$ cat src/rtl/dma_sched_pkg.sv
// Shared types and constants for the SHA-256 DMA job scheduler.
package dma_sched_pkg;

    typedef enum logic [3:0] {
        ST_IDLE    = 4'd0,
        ST_ISSUE   = 4'd1,
        ST_RELEASE = 4'd2,
        ST_ABORT   = 4'd3,
        ST_DONE    = 4'd4,
        ST_FAULT   = 4'd5
    } sched_state_e;

    localparam logic [2:0] RES_OK       = 3'd0;
    localparam logic [2:0] RES_SLVERR   = 3'd1;
    localparam logic [2:0] RES_DECERR   = 3'd2;
    localparam logic [2:0] RES_INTERR   = 3'd3;
    localparam logic [2:0] RES_TIMEOUT  = 3'd4;
    localparam logic [2:0] RES_EMPTY    = 3'd5;
    localparam logic [2:0] RES_TOO_LONG = 3'd6;

    localparam int STS_OK_BIT     = 7;
    localparam int STS_SLVERR_BIT = 6;
    localparam int STS_DECERR_BIT = 5;
    localparam int STS_INTERR_BIT = 4;

    localparam int JOB_W = 64;

endpackage

$ cat src/rtl/dma_job_fifo.sv
// Show-ahead synchronous FIFO for queued hash jobs; flush drops every entry.
module dma_job_fifo #(
    parameter int DEPTH = 4,
    parameter int WIDTH = 64,
    localparam int AW = $clog2(DEPTH)
) (
    input  logic             clk_i,
    input  logic             rst_i,
    input  logic             flush_i,
    input  logic             push_i,
    input  logic [WIDTH-1:0] wdata_i,
    input  logic             pop_i,
    output logic [WIDTH-1:0] rdata_o,
    output logic             full_o,
    output logic             empty_o,
    output logic [AW:0]      count_o
);

    logic [WIDTH-1:0] r_mem [DEPTH];
    logic [AW-1:0]    r_wptr;
    logic [AW-1:0]    r_rptr;
    logic [AW:0]      r_count;
    logic             w_push;
    logic             w_pop;

    assign full_o  = (r_count == (AW+1)'(DEPTH));
    assign empty_o = (r_count == '0);
    assign count_o = r_count;
    assign rdata_o = r_mem[r_rptr];

    // A flush in the same cycle wins over a push: the push is discarded.
    assign w_push = push_i && !full_o && !flush_i;
    assign w_pop  = pop_i && !empty_o;

    always_ff @(posedge clk_i) begin
        if (w_push) begin
            r_mem[r_wptr] <= wdata_i;
        end
    end

    always_ff @(posedge clk_i) begin
        if (rst_i || flush_i) begin
            r_wptr  <= '0;
            r_rptr  <= '0;
            r_count <= '0;
        end else begin
            if (w_push) begin
                r_wptr <= r_wptr + 1'b1;
            end
            if (w_pop) begin
                r_rptr <= r_rptr + 1'b1;
            end
            case ({w_push, w_pop})
                2'b10:   r_count <= r_count + 1'b1;
                2'b01:   r_count <= r_count - 1'b1;
                default: r_count <= r_count;
            endcase
        end
    end

endmodule

$ cat src/rtl/dma_job_scheduler.sv
// Feeds queued hash jobs to the SHA-256 DMA engine one at a time, matching
// each completion by status tag and reporting a result code per job.
module dma_job_scheduler
    import dma_sched_pkg::*;
#(
    parameter int          JOB_DEPTH   = 4,
    parameter logic [23:0] TIMEOUT_CYC = 24'd10_000_000
) (
    input  logic        clk_i,
    input  logic        rst_i,
    input  logic        job_push_i,
    input  logic [31:0] job_addr_i,
    input  logic [31:0] job_bitlen_i,
    output logic        job_full_o,
    output logic [4:0]  job_count_o,
    input  logic        flush_i,
    input  logic        fault_clear_i,
    input  logic        sha256_rdy_i,
    output logic        dma_enable_o,
    output logic [31:0] dma_base_addr_o,
    output logic [31:0] dma_bit_len_o,
    output logic        dma_start_o,
    input  logic [7:0]  dma_sts_i,
    output logic        busy_o,
    output logic        done_o,
    output logic [2:0]  result_o,
    output logic [15:0] done_count_o,
    output logic        overflow_o,
    output logic        fault_o,
    output logic [3:0]  dbg_state_o
);

    localparam int CW = $clog2(JOB_DEPTH) + 1;

    sched_state_e     r_state;
    logic [31:0]      r_addr;
    logic [31:0]      r_len;
    logic             r_start;
    logic             r_busy;
    logic             r_done;
    logic             r_fault;
    logic [2:0]       r_result;
    logic [2:0]       r_pend;
    logic [15:0]      r_done_cnt;
    logic [3:0]       r_exp_tag;
    logic             r_resync;
    logic [23:0]      r_timer;
    logic             r_phase;
    logic             r_to_fault;
    logic             r_overflow;

    logic [JOB_W-1:0] w_head;
    logic             w_full;
    logic             w_empty;
    logic [CW-1:0]    w_count;
    logic             w_pop;
    logic             w_sts_hit;

    function automatic logic [2:0] map_status(input logic [7:0] sts);
        if (sts[STS_INTERR_BIT]) begin
            return RES_INTERR;
        end else if (sts[STS_DECERR_BIT]) begin
            return RES_DECERR;
        end else if (sts[STS_SLVERR_BIT]) begin
            return RES_SLVERR;
        end
        return RES_OK;
    endfunction

    dma_job_fifo #(
        .DEPTH (JOB_DEPTH),
        .WIDTH (JOB_W)
    ) u_fifo (
        .clk_i   (clk_i),
        .rst_i   (rst_i),
        .flush_i (flush_i),
        .push_i  (job_push_i),
        .wdata_i ({job_addr_i, job_bitlen_i}),
        .pop_i   (w_pop),
        .rdata_o (w_head),
        .full_o  (w_full),
        .empty_o (w_empty),
        .count_o (w_count)
    );

    // A new job is launched only while the hash core reports ready.
    assign w_pop = (r_state == ST_IDLE) && !w_empty && sha256_rdy_i;

    // A status counts once any completion bit is set and its tag is the one
    // expected, or unconditionally after a fault clear (tag resynchronisation).
    assign w_sts_hit = (|dma_sts_i[STS_OK_BIT:STS_INTERR_BIT]) &&
                       (r_resync || (dma_sts_i[3:0] == r_exp_tag));

    always_ff @(posedge clk_i) begin
        if (rst_i) begin
            r_state    <= ST_IDLE;
            r_addr     <= '0;
            r_len      <= '0;
            r_start    <= 1'b0;
            r_busy     <= 1'b0;
            r_done     <= 1'b0;
            r_fault    <= 1'b0;
            r_result   <= RES_OK;
            r_pend     <= RES_OK;
            r_done_cnt <= '0;
            r_exp_tag  <= 4'd1;
            r_resync   <= 1'b0;
            r_timer    <= '0;
            r_phase    <= 1'b0;
            r_to_fault <= 1'b0;
            r_overflow <= 1'b0;
        end else begin
            r_done     <= 1'b0;
            r_overflow <= r_overflow | (job_push_i & w_full);
            case (r_state)
                ST_IDLE: begin
                    if (w_pop) begin
                        r_addr <= w_head[63:32];
                        r_len  <= w_head[31:0];
                        if (w_head[31:0] == 32'd0) begin
                            r_state    <= ST_DONE;
                            r_done     <= 1'b1;
                            r_result   <= RES_EMPTY;
                            r_done_cnt <= r_done_cnt + 16'd1;
                            r_to_fault <= 1'b0;
                        end else if (w_head[31:26] != 6'd0) begin
                            r_state    <= ST_DONE;
                            r_done     <= 1'b1;
                            r_result   <= RES_TOO_LONG;
                            r_done_cnt <= r_done_cnt + 16'd1;
                            r_to_fault <= 1'b0;
                        end else begin
                            r_state <= ST_ISSUE;
                            r_start <= 1'b1;
                            r_busy  <= 1'b1;
                            r_timer <= '0;
                        end
                    end
                end
                ST_ISSUE: begin
                    r_timer <= r_timer + 24'd1;
                    if (w_sts_hit) begin
                        r_pend    <= map_status(dma_sts_i);
                        r_exp_tag <= dma_sts_i[3:0] + 4'd1;
                        r_resync  <= 1'b0;
                        r_start   <= 1'b0;
                        r_phase   <= 1'b0;
                        r_state   <= ST_RELEASE;
                    end else if (r_timer == TIMEOUT_CYC - 24'd1) begin
                        r_start <= 1'b0;
                        r_phase <= 1'b0;
                        r_state <= ST_ABORT;
                    end
                end
                ST_RELEASE: begin
                    r_phase <= 1'b1;
                    if (r_phase) begin
                        r_state    <= ST_DONE;
                        r_busy     <= 1'b0;
                        r_done     <= 1'b1;
                        r_result   <= r_pend;
                        r_done_cnt <= r_done_cnt + 16'd1;
                        r_to_fault <= 1'b0;
                    end
                end
                ST_ABORT: begin
                    r_phase <= 1'b1;
                    if (r_phase) begin
                        r_state    <= ST_DONE;
                        r_busy     <= 1'b0;
                        r_done     <= 1'b1;
                        r_result   <= RES_TIMEOUT;
                        r_done_cnt <= r_done_cnt + 16'd1;
                        r_to_fault <= 1'b1;
                    end
                end
                ST_DONE: begin
                    if (r_to_fault) begin
                        r_state <= ST_FAULT;
                        r_fault <= 1'b1;
                    end else begin
                        r_state <= ST_IDLE;
                    end
                end
                ST_FAULT: begin
                    if (fault_clear_i) begin
                        r_state  <= ST_IDLE;
                        r_fault  <= 1'b0;
                        r_resync <= 1'b1;
                    end
                end
                default: begin
                    r_state <= ST_IDLE;
                    r_start <= 1'b0;
                    r_busy  <= 1'b0;
                    r_fault <= 1'b0;
                end
            endcase
        end
    end

    assign dma_enable_o    = !(((r_state == ST_IDLE) && w_empty) ||
                               (r_state == ST_ABORT) || (r_state == ST_FAULT));
    assign dma_base_addr_o = r_addr;
    assign dma_bit_len_o   = r_len;
    assign dma_start_o     = r_start;
    assign busy_o          = r_busy;
    assign done_o          = r_done;
    assign result_o        = r_result;
    assign done_count_o    = r_done_cnt;
    assign overflow_o      = r_overflow;
    assign fault_o         = r_fault;
    assign dbg_state_o     = r_state;
    assign job_full_o      = w_full;
    assign job_count_o     = 5'(w_count);

endmodule

$ cat config.mk
export PLATFORM = sky130hd
export DESIGN_NAME = dma_job_scheduler
export DESIGN_NICKNAME = d
export VERILOG_FILES = /design/src/rtl/dma_sched_pkg.sv /design/src/rtl/dma_job_fifo.sv /design/src/rtl/dma_job_scheduler.sv
export SDC_FILE = /design/constraint.sdc
export NUM_CORES = 1
export LEC_CHECK = 0
export ABC_AREA = 1
export CAP_MARGIN = 20
export CORE_MARGIN = 1
export CORE_UTILIZATION = 30
export CTS_BUF_LIST = sky130_fd_sc_hd__clkbuf_16
export DETAILED_ROUTE_END_ITERATION = 8
export PLACE_DENSITY_LB_ADDON = 0.2
export SLEW_MARGIN = 20
export SYNTH_ARGS = -nofsm -noshare
export SYNTH_HDL_FRONTEND = slang
export SYNTH_SLANG_ARGS = --single-unit
export TNS_END_PERCENT = 30
$ cat constraint.sdc
create_clock -name clk_i -period 3.95 [get_ports clk_i]
set_input_delay 0.5925 -clock clk_i [delete_from_list [all_inputs] [get_ports clk_i]]
set_output_delay 0.5925 -clock clk_i [all_outputs]
set_load 0.03 [all_outputs]
Yosys cells after proc, flatten, opt, wreduce, memory -nomap -nowiden
Memories as Yosys holds them, arrays and structs flattened. A register that Yosys moved wholly into a read port is not among the register bits. Cells that the tools add are included. W data, S select, Z words.

Output and inout port bits: 99. Memories kept: 1. Word-level logic and storage cells: 158. Input port bits: 78. Bits in registers: 133. Memory bits (writable): 256.

Bitwise logic cells: 5. $add $sub $neg: 7. Mux-type cells: 64. Equal/unequal tests: 21. Reduce and logical (&&, ||, !) cells: 41.

Memory list: u_fifo.r_mem (depth 4, bits a word 64, rd ports 1, clocked after memory_dff 1, write ports 1, RTL line dma_job_fifo.sv:19) `logic [WIDTH-1:0] r_mem [DEPTH];`.

Operators by type and width (count): $mux W24 (3); $mux W16 (4); $pmux W24 S2 (1); $mux W3 (12); $logic_not A32 Y1 (1); $pmux W16 S2 (1); $mux W1 (26); $add A24 B1 Y24 const B (1); $eq A24 B24 Y1 const B (1); $mux W4 (5); $pmux W4 S5 (1); $add A16 B1 Y16 const B (1); $reduce_and A5 Y1 (3); $ne A2 B2 Y1 const B (7); $pmux W1 S3 (4); $reduce_and A4 Y1 (3); $reduce_or A4 Y1 (3); $reduce_bool A2 Y1 (5); $pmux W3 S3 (1); $eq A4 B2 Y1 const B (2); $eq A4 B3 Y1 const B (2); $logic_and A1 B1 Y1 (7); $pmux W1 S2 (3); $pmux W3 S2 (1); 26 further kinds (40).

Depth between registers and ports, before layout
Depth in word-level cells: 7. Mapped depth: 16. Gate-level depth less buffers: 14.

Hierarchy
From an unflattened synthesis, not the netlist that was laid out.

Cells, all modules: 1567. Area total of the unflattened synthesis: 15919.0 µm².

By module, submodules not included: dma_job_fifo (area each 9995.8 µm², times used 1, seq. area each 7867.5 µm², cells each 694); dma_job_scheduler (area each 5923.2 µm², times used 1, seq. area each 2482.4 µm², cells each 873).

Worst setup path before layout
No wires, ideal clock.

Path type: reg2reg. Start: reg u_fifo.r_count[0], in the netlist u_fifo.count_o[0]. End: mem u_fifo.r_mem[0][0] (enable). Data required time: 3.463 ns. Setup slack: -0.358 ns. Library setup time: 0.487 ns. Arrival: 3.822 ns. Buffers on the path: 0. Stages on the path, launching flop included: 5. Cell sequence: dfxtp_1 > nor3_1 > nor2_1 > nand2_1 > nor2_1.

Word-level cells in the longest chain between the ends: 6.

RTL lines: from (decl) (RTL line dma_job_fifo.sv:22) `logic [AW:0] r_count;`; from (signal assigned) (RTL line dma_job_fifo.sv:54) `2'b10: r_count <= r_count + 1'b1;`; from (signal assigned) (RTL line dma_job_fifo.sv:55) `2'b01: r_count <= r_count - 1'b1;`; from (signal assigned) (RTL line dma_job_fifo.sv:56) `default: r_count <= r_count;`; $eq A3 B3 Y1 (RTL line dma_job_fifo.sv:26) `assign full_o = (r_count == (AW+1)'(DEPTH));`; via job_full_o (RTL line dma_job_scheduler.sv:14) `output logic job_full_o,`; $logic_not A1 Y1 (RTL line dma_job_fifo.sv:32) `assign w_push = push_i && !full_o && !flush_i;`; $logic_and A1 B1 Y1 (2 in series) (RTL line dma_job_fifo.sv:32); $mux W1 (RTL line dma_job_fifo.sv:36) `if (w_push) begin`; $mux W1 (not written as such) (RTL line dma_job_fifo.sv:37) `r_mem[r_wptr] <= wdata_i;`; to (decl) (RTL line dma_job_fifo.sv:19).

The timed path passes the listed nets, and every way through them passes these cells.

Worst setup path in the final report
Start: reg r_state[1], in the netlist dbg_state_o[1]. End: out dma_enable_o.

Word-level cells in the longest chain between the ends: 5.

RTL lines: from (decl) (RTL line dma_job_scheduler.sv:35) `sched_state_e r_state;`; from (signal assigned) (RTL line dma_job_scheduler.sv:96) `r_state <= ST_IDLE;`; from (signal assigned) (RTL line dma_job_scheduler.sv:121) `r_state <= ST_DONE;`; from (signal assigned) (RTL line dma_job_scheduler.sv:127) `r_state <= ST_DONE;`; $logic_not A4 Y1 (RTL line dma_job_scheduler.sv:202) `assign dma_enable_o = !(((r_state == ST_IDLE) && w_empty) ||`; $logic_and A1 B1 Y1 (RTL line dma_job_scheduler.sv:202); $logic_or A1 B1 Y1 (RTL line dma_job_scheduler.sv:202); $logic_or A1 B1 Y1 * (RTL line dma_job_scheduler.sv:203) `(r_state == ST_ABORT) || (r_state == ST_FAULT));`; $logic_not A1 Y1 * (RTL line dma_job_scheduler.sv:202); to (decl) (RTL line dma_job_scheduler.sv:19) `output logic dma_enable_o,`.

Mark *: on every way between the ends. The rest lies on a longest branch, timed or not.

==> impl_metrics.csv <==
group,metric,value,unit
worst_hold_path,min_path_cells,4,
power_and_ir_drop,power.leakage,6.73,nW
grt,grt_pass1_wl,65100,microns
finish,area_growth,24.8,%
setup_path,worstPathArrival,2520,ps
clock_network,ctsResizeCount,0,
floorplanning,die_w,230,microns
floorplanning,rows,83,
finish,fillers,5096,
sta,max_freq,0.321,GHz
finish,final_core_util,0.379,
sta,slew_headroom,0.375,
clock_network,cts_hold_buf,0,
synth,yosysWarnings,0,
finish,multi_input_area,0.00468,sq mm
clock_network,cts_made_buffers,44,
drt,drc,0,
clock_network,clock_latency,580,ps
grt,grt_pass1_vias,11100,
setup_path,timing.critical_path.max_delay_family,"buffers and inverters",
synth,synth_seq_cells,389,
worst_hold_path,hold_path_class,"in -> reg",
sta,fin_crit_sh,0.789,
clock_network,clockRootBuffer,"clkbuf_16",
drt,dr_total_vias,11400,
floorplanning,dieArea,0.0530,sq mm
setup_path,r2r_setup_slack,960,ps
grt,overflow,0,
floorplanning,coreArea,0.0514,sq mm
synth,yosysMostFrequentCell,"nand2_1",
synth,yosysTopAreaCell,"edfxtp_1",
drt,drt_iter0_markers,783,
setup_path,slowest_delay,600,ps
drt,wl,41900,microns
grt,grt_max_degree,134,
sta,maxSlewViolCount,0,
clock_network,cts_tree,"done",
synth,synth_top_area_share,0.492,
run_status,status,"completed",
clock_network,clock_path_buffers,3,
setup_path,r2r_cells,15,
place,routabilityCongestion,0.861,
floorplanning,io_pins,177,
setup_path,r2r_end,"done_count_o[11]$_SDFFE_PP0P_",
finish,layout-drive-gt1-share,0.0706,
place,detailed_place_hpwl,25600,microns
setup_path,cp_max_fo,8,
synth,synth_cell_type_count,33,
place,place_inst,2327,
synth,synth-edff-count,256,
sta,skew,29.9,ps
grt,antenna_found_initial,5,
synth,synthCells,1528,
setup_path,setup.worst_path.end_class,"primary output",
setup_path,worstPathCellList,"inv_1, nor2_1, inv_1, o22ai_1, nor2_1, clkdlybuf4s50_1",
grt,grt.total_usage,0.158,
place,place_worst_setup_slack,930,ps
power_and_ir_drop,ir_worst_vdd,369,uV
drt,vias_per_cell,4.72,
sta,hold_viol,0,
finish,nets,1780,
synth,synth-seq-area-share,0.662,
synth,syn_area,0.0156,sq mm
clock_network,cts_setup_buffers,0,
sta,setup_ws,835,ps
clock_network,clkTransAtPathRegs,60,ps
worst_hold_path,hp-start,"rst_i",
setup_path,crit_start,"dbg_state_o[1]$_SDFFE_PP0P_",
setup_path,cp.required,3360,ps
drt,drt-pass1-iter-count,7,
sta,fin_crit,3120,ps
floorplanning,initial_utilization,0.304,
synth,synthArstFlopShare,0,
power_and_ir_drop,p_per_area,468,mW/mm^2
clock_network,cts_max_level,2,
floorplanning,fp.dieH,230,microns
sta,worstMarginPinSlew,938,ps
synth,synth_area_leaders,"edfxtp_1 49%, dfxtp_1 17%, nand2_1 7.4%",
setup_path,critPathKind,"reg -> out",
setup_path,crit_slowest_cell,"clkdlybuf4s50_1",
drt,routedWlPerCell,17.4,microns
worst_hold_path,hold_end,"result_o[2]$_SDFFE_PP0P_",
synth,synth_ff_type,"edfxtp_1",
synth,synthTopCellsByCount,"308 x nand2_1, 256 x edfxtp_1, 190 x nor2_1, 142 x o21ai_0, 133 x dfxtp_1",
synth,synth_area_per_cell,10.2,sq um
drt,final_antenna_net_count,0,
setup_path,path_buf_inv,3,
run,drv_cap,0,
clock_network,clkSinkCount,389,
setup_path,worstSetupStartpointType,"flop",
finish,fin_cells,2408,
finish,ff_latch_area,0.0104,sq mm
place,io_buffer_count,173,
sta,rsz0062_at_grt,"false",
sta,setup_violations,0,
[power by group]
group,leakage [nW],internal [mW],switching (mW),total [mW]
logic,2.63,0.247,0.414,0.661
clock network,0.697,2.32,1.66,3.98
registers,3.40,4.44,0.0498,4.49
total,6.73,7.01,2.12,9.13
[logic make-up after synthesis]
kind of cell               after synthesis  synth area share
other                                    1          0.000240
buffers and inverters                  145            0.0403
DFF                                    389             0.662
adders and majority gates                9           0.00769
and+or+nand+nor                        678             0.181
AOI/OAI and AO/OA                      278            0.0923
xor gates and xnor gates                28            0.0157
[worst reg2reg max path: cells and delay by family, from the launching register on]
| family | cells | cell delay, ps |
|---|---|---|
| AND/OR/NAND/NOR | 11 | 1250 |
| buffers and inverters | 3 | 1170 |
| flip-flops | 1 | 350 |
| AO/OA/AOI/OAI | 1 | 140 |
[state kept, by name, indices dropped and copies added (netlist names), 2 cells and up, named ones only]
| name | flops |
|---|---|
| u_fifo.r_mem | 256 |
| dma_base_addr_o | 32 |
| dma_bit_len_o | 32 |
| r_timer | 24 |
| done_count_o | 16 |
| r_exp_tag | 4 |
| dbg_state_o | 3 |
| result_o | 3 |
| u_fifo.count_o | 3 |
| r_pend | 2 |
| u_fifo.r_rptr | 2 |
| u_fifo.r_wptr | 2 |
[metrics by stage]
stage | setup TNS (ps) | instance area [sq um] | power, mW | hold slack (ps)
after CTS | 0 | 19500 | 9.26 | 311
after detailed placement | 0 | 18100 | 5.24 | 454
after floorplan | -91660 | 15600 | 4.91 | 440
final | 0 | 19500 | 9.13 | 344
after global routing | 0 | 19500 | 9.46 | 346
after global placement | 0 | 18100 | 5.24 | 438
[metal layers]
| layer | global-route usage | up-vias | share of wire |
|---|---|---|---|
| li1 | - | 5592 | - |
| met1 | 0.205 | 5437 | 0.45 |
| met3 | 0.0434 | 56 | 0.066 |
| met4 | 0.0507 | 8 | 0.020 |
| met5 | 0 | - | 0.0011 |
| met2 | 0.256 | 264 | 0.46 |
[area by class of cell]
class / count / share of cell area
clock buffer: 45 / 0.0578
tap: 680 / 0.0436
antenna: 1 / 0.000128
multi-input combinational: 996 / 0.240
clock inverter: 35 / 0.0137
timing repair buffer: 199 / 0.101
inverter: 63 / 0.0123
sequential: 389 / 0.531
[worst max-delay path by stage]
| stage | to | slack, ps | cells past startpoint |
|---|---|---|---|
| floorplan | u_fifo.r_mem[0][0]$_DFFE_PP_ | -360 | 4 |
| global route | done_count_o[3]$_SDFFE_PP0P_ | 580 | 15 |
| global placement | u_fifo.r_mem[0][8]$_DFFE_PP_ | 990 | 6 |
| detailed placement | done_count_o[11]$_SDFFE_PP0P_ | 930 | 15 |
| CTS | dma_enable_o | 810 | 6 |
| finish | dma_enable_o | 830 | 6 |
[cell usage in the layout, fill, tap and decap left out, types with 3 or more instances in the layout]
| master | n |
|---|---|
| a21oi_1 | 99 |
| a31oi_1 | 33 |
| buf_12 | 4 |
| buf_4 | 22 |
| bufinv_16 | 4 |
| clkbuf_16 | 45 |
| clkdlybuf4s50_1 | 172 |
| clkinv_1 | 14 |
| clkinv_2 | 10 |
| conb_1 | 3 |
| dfxtp_1 | 131 |
| edfxtp_1 | 256 |
| ha_1 | 8 |
| inv_1 | 61 |
| inv_2 | 4 |
| nand2_1 | 308 |
| nand3_1 | 117 |
| nand3b_1 | 3 |
| nand4_1 | 13 |
| nor2_1 | 186 |
| nor2_2 | 3 |
| nor2_4 | 5 |
| nor3_1 | 23 |
| nor4_1 | 3 |
| o21ai_0 | 142 |
| or2_2 | 13 |
| xnor2_1 | 12 |
| xor2_1 | 16 |
Note: power is estimated with default switching activity, not from simulation.
